[config.mk]
export PLATFORM = sky130hd
export DESIGN_NAME = uart_cmd_sequencer
export DESIGN_NICKNAME = d
export VERILOG_FILES = /design/src/rtl/uart_pkg.sv /design/src/rtl/uart_frame_buf.sv /design/src/rtl/uart_cmd_sequencer.sv
export SDC_FILE = /design/constraint.sdc
export NUM_CORES = 1
export LEC_CHECK = 0
export ABC_AREA = 0
export ABC_CLOCK_PERIOD_IN_PS = 3300
export CORE_MARGIN = 2
export CORE_UTILIZATION = 54
export CTS_CLUSTER_SIZE = 16
export DETAILED_ROUTE_END_ITERATION = 8
export PLACE_DENSITY = 0.82
export SYNTH_ARGS = -nofsm -noshare
export SYNTH_HDL_FRONTEND = slang
export SYNTH_SLANG_ARGS = --single-unit
[constraint.sdc]
create_clock -name clk -period 3.3 [get_ports clk]
set_clock_uncertainty 0.05 [all_clocks]
set_input_delay 0.99 -clock clk [delete_from_list [all_inputs] [get_ports clk]]
set_output_delay 0.99 -clock clk [all_outputs]
set_load 0.005 [all_outputs]
[src/rtl/uart_pkg.sv]
// Shared constants, error codes and FSM state encodings for the UART command
// frame sequencer.
package uart_pkg;

   localparam logic [7:0] SYNC_BYTE = 8'hA5;

   typedef enum logic [1:0] {
      ERR_NONE = 2'b00,
      ERR_CHK  = 2'b01,
      ERR_LEN  = 2'b10,
      ERR_TMO  = 2'b11
   } err_e;

   typedef enum logic [2:0] {
      S_HUNT,
      S_ADDR,
      S_LEN,
      S_DATA,
      S_CHK,
      S_DRAIN
   } state_e;

   // A frame must carry at least one payload byte and no more than the buffer holds.
   function automatic logic len_bad(input logic [7:0] len, input int unsigned max_len);
      return (len == 8'd0) || (32'(len) > max_len);
   endfunction

endpackage

[src/rtl/uart_frame_buf.sv]
// Payload buffer: one synchronous write port, one combinational read port.
module uart_frame_buf #(
   parameter int DEPTH = 16,
   parameter int IW    = 4
) (
   input  logic          clk,
   input  logic          we,
   input  logic [IW-1:0] waddr,
   input  logic [7:0]    wdata,
   input  logic [IW-1:0] raddr,
   output logic [7:0]    rdata
);

   logic [7:0] mem [DEPTH];

   // NOTE: storage is not reset; every entry is written in DATA before DRAIN reads it.
   always_ff @(posedge clk) begin
      if (we) mem[waddr] <= wdata;
   end

   assign rdata = mem[raddr];

endmodule

[src/rtl/uart_cmd_sequencer.sv]
// Parses SYNC,ADDR,LEN,PAYLOAD,CHK frames from uart_rx and, once the checksum
// passes, replays the buffered payload as a burst of register writes.
module uart_cmd_sequencer
   import uart_pkg::*;
#(
   parameter int MAX_LEN = 16,
   parameter int TIMEOUT = 4096
) (
   input  logic       clk,
   input  logic       rst,
   input  logic [7:0] rx_byte,
   input  logic       rx_valid,
   output logic       wr_en,
   output logic [7:0] wr_addr,
   output logic [7:0] wr_data,
   output logic       busy,
   output logic       frame_ok,
   output logic       frame_err,
   output logic [1:0] err_code,
   output logic       overrun
);

   localparam int IW = (MAX_LEN > 1) ? $clog2(MAX_LEN) : 1;
   localparam int TW = $clog2(TIMEOUT) + 1;

   state_e        state;
   err_e          err_q;
   logic [7:0]    addr;
   logic [7:0]    len;
   logic [7:0]    idx;
   logic [7:0]    chk;
   logic [TW-1:0] tmo_cnt;
   logic          in_frame;
   logic          tmo_hit;
   logic          buf_we;
   logic [7:0]    buf_rdata;

   assign in_frame = (state == S_ADDR) || (state == S_LEN) ||
                     (state == S_DATA) || (state == S_CHK);
   // An arriving byte beats an expiring counter in the same cycle.
   assign tmo_hit  = in_frame && !rx_valid && (tmo_cnt == TW'(TIMEOUT - 1));
   assign buf_we   = (state == S_DATA) && rx_valid;
   assign busy     = (state != S_HUNT);
   assign err_code = err_q;

   uart_frame_buf #(
      .DEPTH (MAX_LEN),
      .IW    (IW)
   ) u_frame_buf (
      .clk   (clk),
      .we    (buf_we),
      .waddr (idx[IW-1:0]),
      .wdata (rx_byte),
      .raddr (idx[IW-1:0]),
      .rdata (buf_rdata)
   );

   // NOTE: all state here uses <= so every branch sees the pre-edge values.
   always_ff @(posedge clk) begin
      if (rst) begin
         state     <= S_HUNT;
         err_q     <= ERR_NONE;
         addr      <= '0;
         len       <= '0;
         idx       <= '0;
         chk       <= '0;
         tmo_cnt   <= '0;
         wr_en     <= 1'b0;
         wr_addr   <= '0;
         wr_data   <= '0;
         frame_ok  <= 1'b0;
         frame_err <= 1'b0;
         overrun   <= 1'b0;
      end else begin
         wr_en     <= 1'b0;
         frame_ok  <= 1'b0;
         frame_err <= 1'b0;
         overrun   <= 1'b0;
         tmo_cnt   <= (in_frame && !rx_valid) ? tmo_cnt + TW'(1) : '0;

         if (tmo_hit) begin
            frame_err <= 1'b1;
            err_q     <= ERR_TMO;
            state     <= S_HUNT;
         end else begin
            unique case (state)
               S_HUNT: begin
                  if (rx_valid && rx_byte == SYNC_BYTE) state <= S_ADDR;
               end
               S_ADDR: begin
                  if (rx_valid) begin
                     addr  <= rx_byte;
                     chk   <= rx_byte;
                     state <= S_LEN;
                  end
               end
               S_LEN: begin
                  if (rx_valid) begin
                     if (len_bad(rx_byte, MAX_LEN)) begin
                        frame_err <= 1'b1;
                        err_q     <= ERR_LEN;
                        state     <= S_HUNT;
                     end else begin
                        len   <= rx_byte;
                        chk   <= chk ^ rx_byte;
                        idx   <= '0;
                        state <= S_DATA;
                     end
                  end
               end
               S_DATA: begin
                  if (rx_valid) begin
                     chk <= chk ^ rx_byte;
                     if (idx == len - 8'd1) begin
                        idx   <= '0;
                        state <= S_CHK;
                     end else begin
                        idx <= idx + 8'd1;
                     end
                  end
               end
               S_CHK: begin
                  if (rx_valid) begin
                     if (rx_byte == chk) begin
                        // First write issues here so it appears the cycle after CHK.
                        wr_en   <= 1'b1;
                        wr_addr <= addr;
                        wr_data <= buf_rdata;
                        idx     <= 8'd1;
                        state   <= S_DRAIN;
                     end else begin
                        frame_err <= 1'b1;
                        err_q     <= ERR_CHK;
                        state     <= S_HUNT;
                     end
                  end
               end
               S_DRAIN: begin
                  overrun <= rx_valid;
                  if (idx == len) begin
                     frame_ok <= 1'b1;
                     idx      <= '0;
                     state    <= S_HUNT;
                  end else begin
                     wr_en   <= 1'b1;
                     wr_addr <= addr + idx;
                     wr_data <= buf_rdata;
                     idx     <= idx + 8'd1;
                  end
               end
               default: state <= S_HUNT;
            endcase
         end
      end
   end

endmodule

; ---- Word-level counts from Yosys, hierarchy flattened
; Memory sizes are Yosys's and may differ from the RTL's. A register that Yosys moved wholly into a read port is not among the register bits.
; Index checks and enable logic that the tools add are counted.
[totals]
output_inout_bits = 23
ff_bits = 70
mem_bits_rw = 128
word_cells = 126
memories = 1
latch_bits = 0
romBits = 0
[op_classes]
div = 0
n_reduce_logical = 26
multipliers = 0
eq_ne = 24
mux = 52
n_bitwise = 5
addsub = 4
shifts = 0
order_cmp = 1
[mem_list]
columns = memory, words, word_bits, read_ports, rd_ports_with_merged_regs, wr, line_no
row1 = u_frame_buf.mem, 16, 8, 1, 1, 1, uart_frame_buf.sv:14  ; logic [7:0] mem [DEPTH];
[op_table]
columns = cell, n
row1 = two-way mux 8 bit, 17
row2 = one-hot mux 8 bit (2 select lines), 2
row3 = one-hot mux 8 bit (4 select lines), 1
row4 = == test 8 bit, 3
row5 = two-way mux 3 bit, 8
row6 = one-hot mux 8 bit (3 select lines), 1
row7 = one-hot mux 3 bit (6 select lines), 1
row8 = != test 2 bit (second input constant), 8
row9 = AND reduction 7 bit, 2
row10 = adder 13 x 1 -> 13 bit (second input constant), 1
row11 = == test 13 x 12 -> 1 bit (second input constant), 1
row12 = two-way mux 2 bit, 6
row13 = two-way mux 1 bit, 11
row14 = AND reduction 5 bit, 2
row15 = != test 3 bit (second input constant), 3
row16 = nonzero test 3 bit, 3
row17 = adder 8 x 1 -> 8 bit (second input constant), 1
row18 = adder 8 bit, 1
row19 = == test 8 bit (second input constant), 1
row20 = greater-than comparator 8 x 5 -> 1 bit (second input constant), 1
row21 = zero test 8 bit, 1
row22 = two-way mux 4 bit, 2
row23 = subtractor 8 x 1 -> 8 bit (second input constant), 1
row24 = bitwise XOR 8 bit, 1
row25 = 19 further kinds, 33

; ---- Logic depth before layout (Yosys ltp)
[logic_depth]
depth_word = 10
mapped_depth = 10
ltp_nobuf = 10

; ---- Hierarchy
; A second synthesis with hierarchy kept.
[hier_totals]
hier_cells = 698
hier_area_um2 = 8856.0
[by_module_without_submodules]
columns = module, cells_each, area_per_inst_um2, n_inst
row1 = uart_frame_buf, 221, 4987.3, 1
row2 = uart_cmd_sequencer, 477, 3868.7, 1

; ---- Least setup slack after synthesis
; No wires, ideal clock.
[synth_timing]
kind = in2reg
from = input port rx_byte[0]
to = register err_q[0], in the netlist err_code[0]
setup_time_ns = 0.128
required_time_ns = 3.122
arrival_ns = 2.659
n_path_buf = 1
path_stages = 8
setup_slack_ns = 0.464
cell_sequence = clkbuf_1 -> nor4_1 -> xor2_1 -> nor4b_2 -> o31a_1 -> nor2_1 -> a21oi_1 -> nor2_1
[synth_between]
elab_chain_cells = 4
[synth_rtl]
columns = element, line_no
row1 = "start, declared", uart_cmd_sequencer.sv:11  ; input logic [7:0] rx_byte,
row2 = greater-than comparator 8 x 5 -> 1 bit / zero test 8 bit (equally long branches), uart_pkg.sv:25  ; return (len == 8'd0) || (32'(len) > max_len);
row3 = logical OR 1 bit, uart_pkg.sv:25
row4 = != test 3 x 2 -> 1 bit (no line), n/a
row5 = AND reduction 5 bit (no line) *, n/a
row6 = "end signal, assigned", uart_cmd_sequencer.sv:62  ; err_q <= ERR_NONE;
row7 = "end signal, assigned", uart_cmd_sequencer.sv:83  ; err_q <= ERR_TMO;
row8 = "end signal, assigned", uart_cmd_sequencer.sv:101  ; err_q <= ERR_LEN;
row9 = "end, declared", uart_cmd_sequencer.sv:27  ; err_e err_q;
; Every way passes the cells marked *; elsewhere a longest branch is shown, timed or not.
; A chain may end at the register's enable or synchronous reset.

; ---- Worst setup path after layout
[layout_timing]
from = input port rx_byte[4]
to = register idx[3]
[layout_between]
elab_chain_cells = 4
[layout_rtl]
columns = element, line_no
row1 = greater-than comparator 8 x 5 -> 1 bit / zero test 8 bit (equally long branches), uart_pkg.sv:25
row2 = logical OR 1 bit, uart_pkg.sv:25
row3 = != test 2 bit (no line), n/a
row4 = AND reduction 7 bit (no line) *, n/a
row5 = "end signal, assigned", uart_cmd_sequencer.sv:118  ; idx <= idx + 8'd1;
row6 = "end signal, assigned", uart_cmd_sequencer.sv:148  ; idx <= idx + 8'd1;
row7 = "end, declared", uart_cmd_sequencer.sv:30  ; logic [7:0] idx;
; Marked as above.

==> flow_summary.yaml <==
hold_path:
  holdPathStages: 1
  min_from: "tmo_cnt[0]$_SDFF_PP0_"
  hold_path.class: "reg2reg"
  whs_endpoint: "tmo_cnt[0]$_SDFF_PP0_"
floorplanning:
  die_h_um: 132
  die_w_um: 132
  io_pins: 34
  dieArea_um2: 17500
  rows: 46
  start_util_pct: 55.6
  core_area_um2: 15900
global_route:
  antenna_found_initial: 0
  grt_usage_pct: 23.8
  grt_overflow: 0
  first_global_vias: 6125
  grt_start_max_net_pins: 33
  grt_pass1_wl_mm: 32.5
placed_design:
  gp_congestion: 0.893
  port_buffers: 33
  place_hpwl_mm: 13.6
power_and_ir_drop:
  peakVddDrop_uv: 351
  cellPowerDensity_nw_per_um2: 546
  power_leakage_uw: 0.00335
  power_uw: 5640
detailed_routing:
  wl_met3_mm: 1.51
  wl_met1_mm: 7.88
  num_vias: 5986
  drt-pass1-iter-count: 6
  drc: 0
  wl_met2_mm: 10.4
  drt-initial-drc-count: 641
  dr.max_layer_used: "met4"
  ant_nets: 0
  wl_per_cell_um: 21.1
  wirelength_mm: 20.6
  via_per_inst: 6.13
logic_synthesis:
  synth_cells: 686
  ys_ff_latch: 202
  synth-simple-area-share_pct: 12.1
  ys_warn_count: 0
  synthMuxAreaShare_pct: 11.3
  ys_seq_area_share_pct: 60.1
  synthFlopType: "edfxtp_1"
  yosysTopAreaCell: "edfxtp_1"
  synth_top_area_share_pct: 43.4
  synth_edf_count: 128
  synth_xor_area_share_pct: 3.56
  synth_area_um2: 8860
  synth_area_leaders: "edfxtp_1 43%, dfxtp_1 17%, mux4_2 10%"
  syn_nets: 711
  async_flop_share_pct: 0
  syn_area_per_cell_um2: 12.9
  ys_types: 61
  synth_compound_area_share_pct: 7.93
  synth_top_family_by_area: "simple AND/OR/NAND/NOR gates"
  synth_adder_area_share_pct: 2.06
worst_setup_path:
  regToRegStartpoint: "len[1]$_SDFFE_PP0P_"
  reg2reg_depth: 9
  path_max_fanout: 13
  cp.arrival_ns: 3.25
  timing.rr.end: "idx[3]$_SDFFE_PP0N_"
  cp-end-kind: "flip-flop"
  ff2ff_setup_slack_ns: 0.43
  required_ns: 3.64
  critical_path_class: "in2reg"
  start_kind: "input port"
cts:
  post-cts-setup-buffers: 0
  cts.reportedPaths.clkPinSlew_ns: 0.06
  root_buffer: "clkbuf_16"
  clock_sinks: 202
  tritoncts: "built"
  cts_hold_buf: 0
  clkLatencyLatePin_ns: 0.49
  clockBufferDepth: 3
  ctsHtreeMaxLevel: 1
  cts_made_buffers: 21
  cts.repair.resized: 0
timing:
  slew_headroom_pct: 58.7
  max_freq_mhz: 344
  post-route-period-util_pct: 88.1
  setup_viol: 0
  rsz0062_at_grt: "false"
  hold_viol_final: 0
  fin_tns_setup_ns: 0
  final_max_slew_viol_count: 0
  fin_crit_ns: 2.91
  tightest_slew_ns: 0.619
finish:
  num_antenna_cells: 0
  num-nets-final: 771
  area_growth_pct: 16.4
  drive_gt1_share_pct: 17.0
  fillCellCount: 1111
status:
  status: "finished clean"
flow_run:
  maxCapViolCount: 0
[worst max-delay path by stage]
stage / from / to / slack (ns) / cells after the start
3_3_place_gp: rx_byte[4] / wr_data[6]$_SDFFE_PP0P_ / 0.06 / 8
4_1_cts: state[0]$_SDFFE_PP0P_ / busy / 0.39 / 2
6_report: rx_byte[4] / idx[3]$_SDFFE_PP0N_ / 0.39 / 9
2_1_floorplan: rx_byte[0] / err_code[0]$_SDFFE_PP0P_ / 0.46 / 8
3_5_place_dp: rx_byte[2] / chk[5]$_SDFFE_PP0P_ / 0.01 / 8
5_1_grt: rx_byte[3] / chk[2]$_SDFFE_PP0P_ / 0.28 / 8
[cell type report]
cell class	instances	area, µm²	area share [%]
Sequential cell	202	5330	51.6
Inverter	14	52.6	0.509
Timing Repair Buffer	77	693	6.72
Clock buffer	29	586	5.67
Tap cell	216	270	2.62
Clock inverter	8	120	1.16
Multi-Input combinational cell	430	3270	31.7
[layer usage]
layer,vias up,global-route usage [%]
li1,2681,-
met1,2955,30.0
met2,288,40.3
met3,62,4.54
met4,0,10.8
met5,-,0
[cell usage in the layout, fill, tap and decap left out, types with 5 or more instances in the layout]
cell type and count:
buf_4 41, clkdlybuf4s50_1 32, edfxtp_1 128, nand2_1 60, nor3_1 12, nor2_1 68
a22oi_1 8, xnor2_1 20, inv_1 14, ha_1 13, clkbuf_16 21, nor3b_1 5
nand3_1 19, a21oi_1 32, a211oi_1 5, and2_1 5, mux2i_1 10, o21ai_0 32
clkbuf_1 5, nor4_1 9, nor2b_1 5, dfxtp_1 73, xor2_1 13, nand2b_1 8
and3_1 5, mux4_2 40
[critical path, stage by stage]
cell and delay [ns]:
clkdlybuf4s50_1 0.70, xnor2_1 0.16, nand4_1 0.19, nor3_1 0.31
o221ai_2 0.16, buf_12 0.17, nor4_1 0.25, o21ai_0 0.16
o21ai_0 0.16
[per-stage QoR]
stage / hold slack (ns) / cells / worst slack (ns) / utilization, % / instance area (µm²)
floorplan: 0.380 / 686 / 0.464 / - / 8860
global placement: 0.391 / 939 / 0.0627 / 60.3 / 9620
detailed placement: 0.405 / 939 / 0.00982 / 60.3 / 9620
CTS: 0.419 / 976 / 0.389 / 64.7 / 10300
global route: 0.437 / 976 / 0.278 / 64.7 / 10300
finish: 0.419 / 976 / 0.392 / 64.7 / 10300
[synth_stat cells (4+ instances only)]
cell / n
dfxtp_1: 74
nor2b_1: 5
nand2b_1: 8
edfxtp_1: 128
nor2_1: 68
nor4_1: 9
xor2_1: 13
clkbuf_1: 25
buf_2: 4
mux4_2: 40
or3_1: 4
xnor2_1: 20
nor3b_1: 5
nand3_1: 19
inv_1: 14
buf_4: 4
a31oi_1: 4
o21ai_0: 32
a211oi_1: 5
nand4_1: 4
and3_1: 5
mux2i_1: 10
o21ai_1: 4
a311oi_1: 4
and2_1: 5
o211ai_1: 4
a22oi_1: 8
nor3_1: 12
nand3b_1: 4
ha_1: 13
a21oi_1: 32
nand2_1: 60
[flip-flops by register name (all words and copies together) (netlist names), named ones only]
register,count
wr_en,1
wr_addr,8
addr,8
tmo_cnt,13
frame_err,1
err_code,2
state,3
u_frame_buf.mem,128
idx,8
chk,8
len,8
overrun,1
wr_data,8
frame_ok,1
[where the power goes]
part / leakage, µW / switching [µW] / internal [µW]
Sequential: 0.00175 / 55.6 / 2720
Clock: 0.000345 / 943 / 1480
Combinational: 0.00126 / 258 / 182
[kinds of logic after synthesis]
group	Yosys count
muxes	50
adders and majority gates	14
AOI/OAI and AO/OA	111
DFF	202
and+or+nand+nor	221
buffers and inverters	54
xor gates and xnor gates	34
No activity file was read; power rests on OpenSTA's default activity.
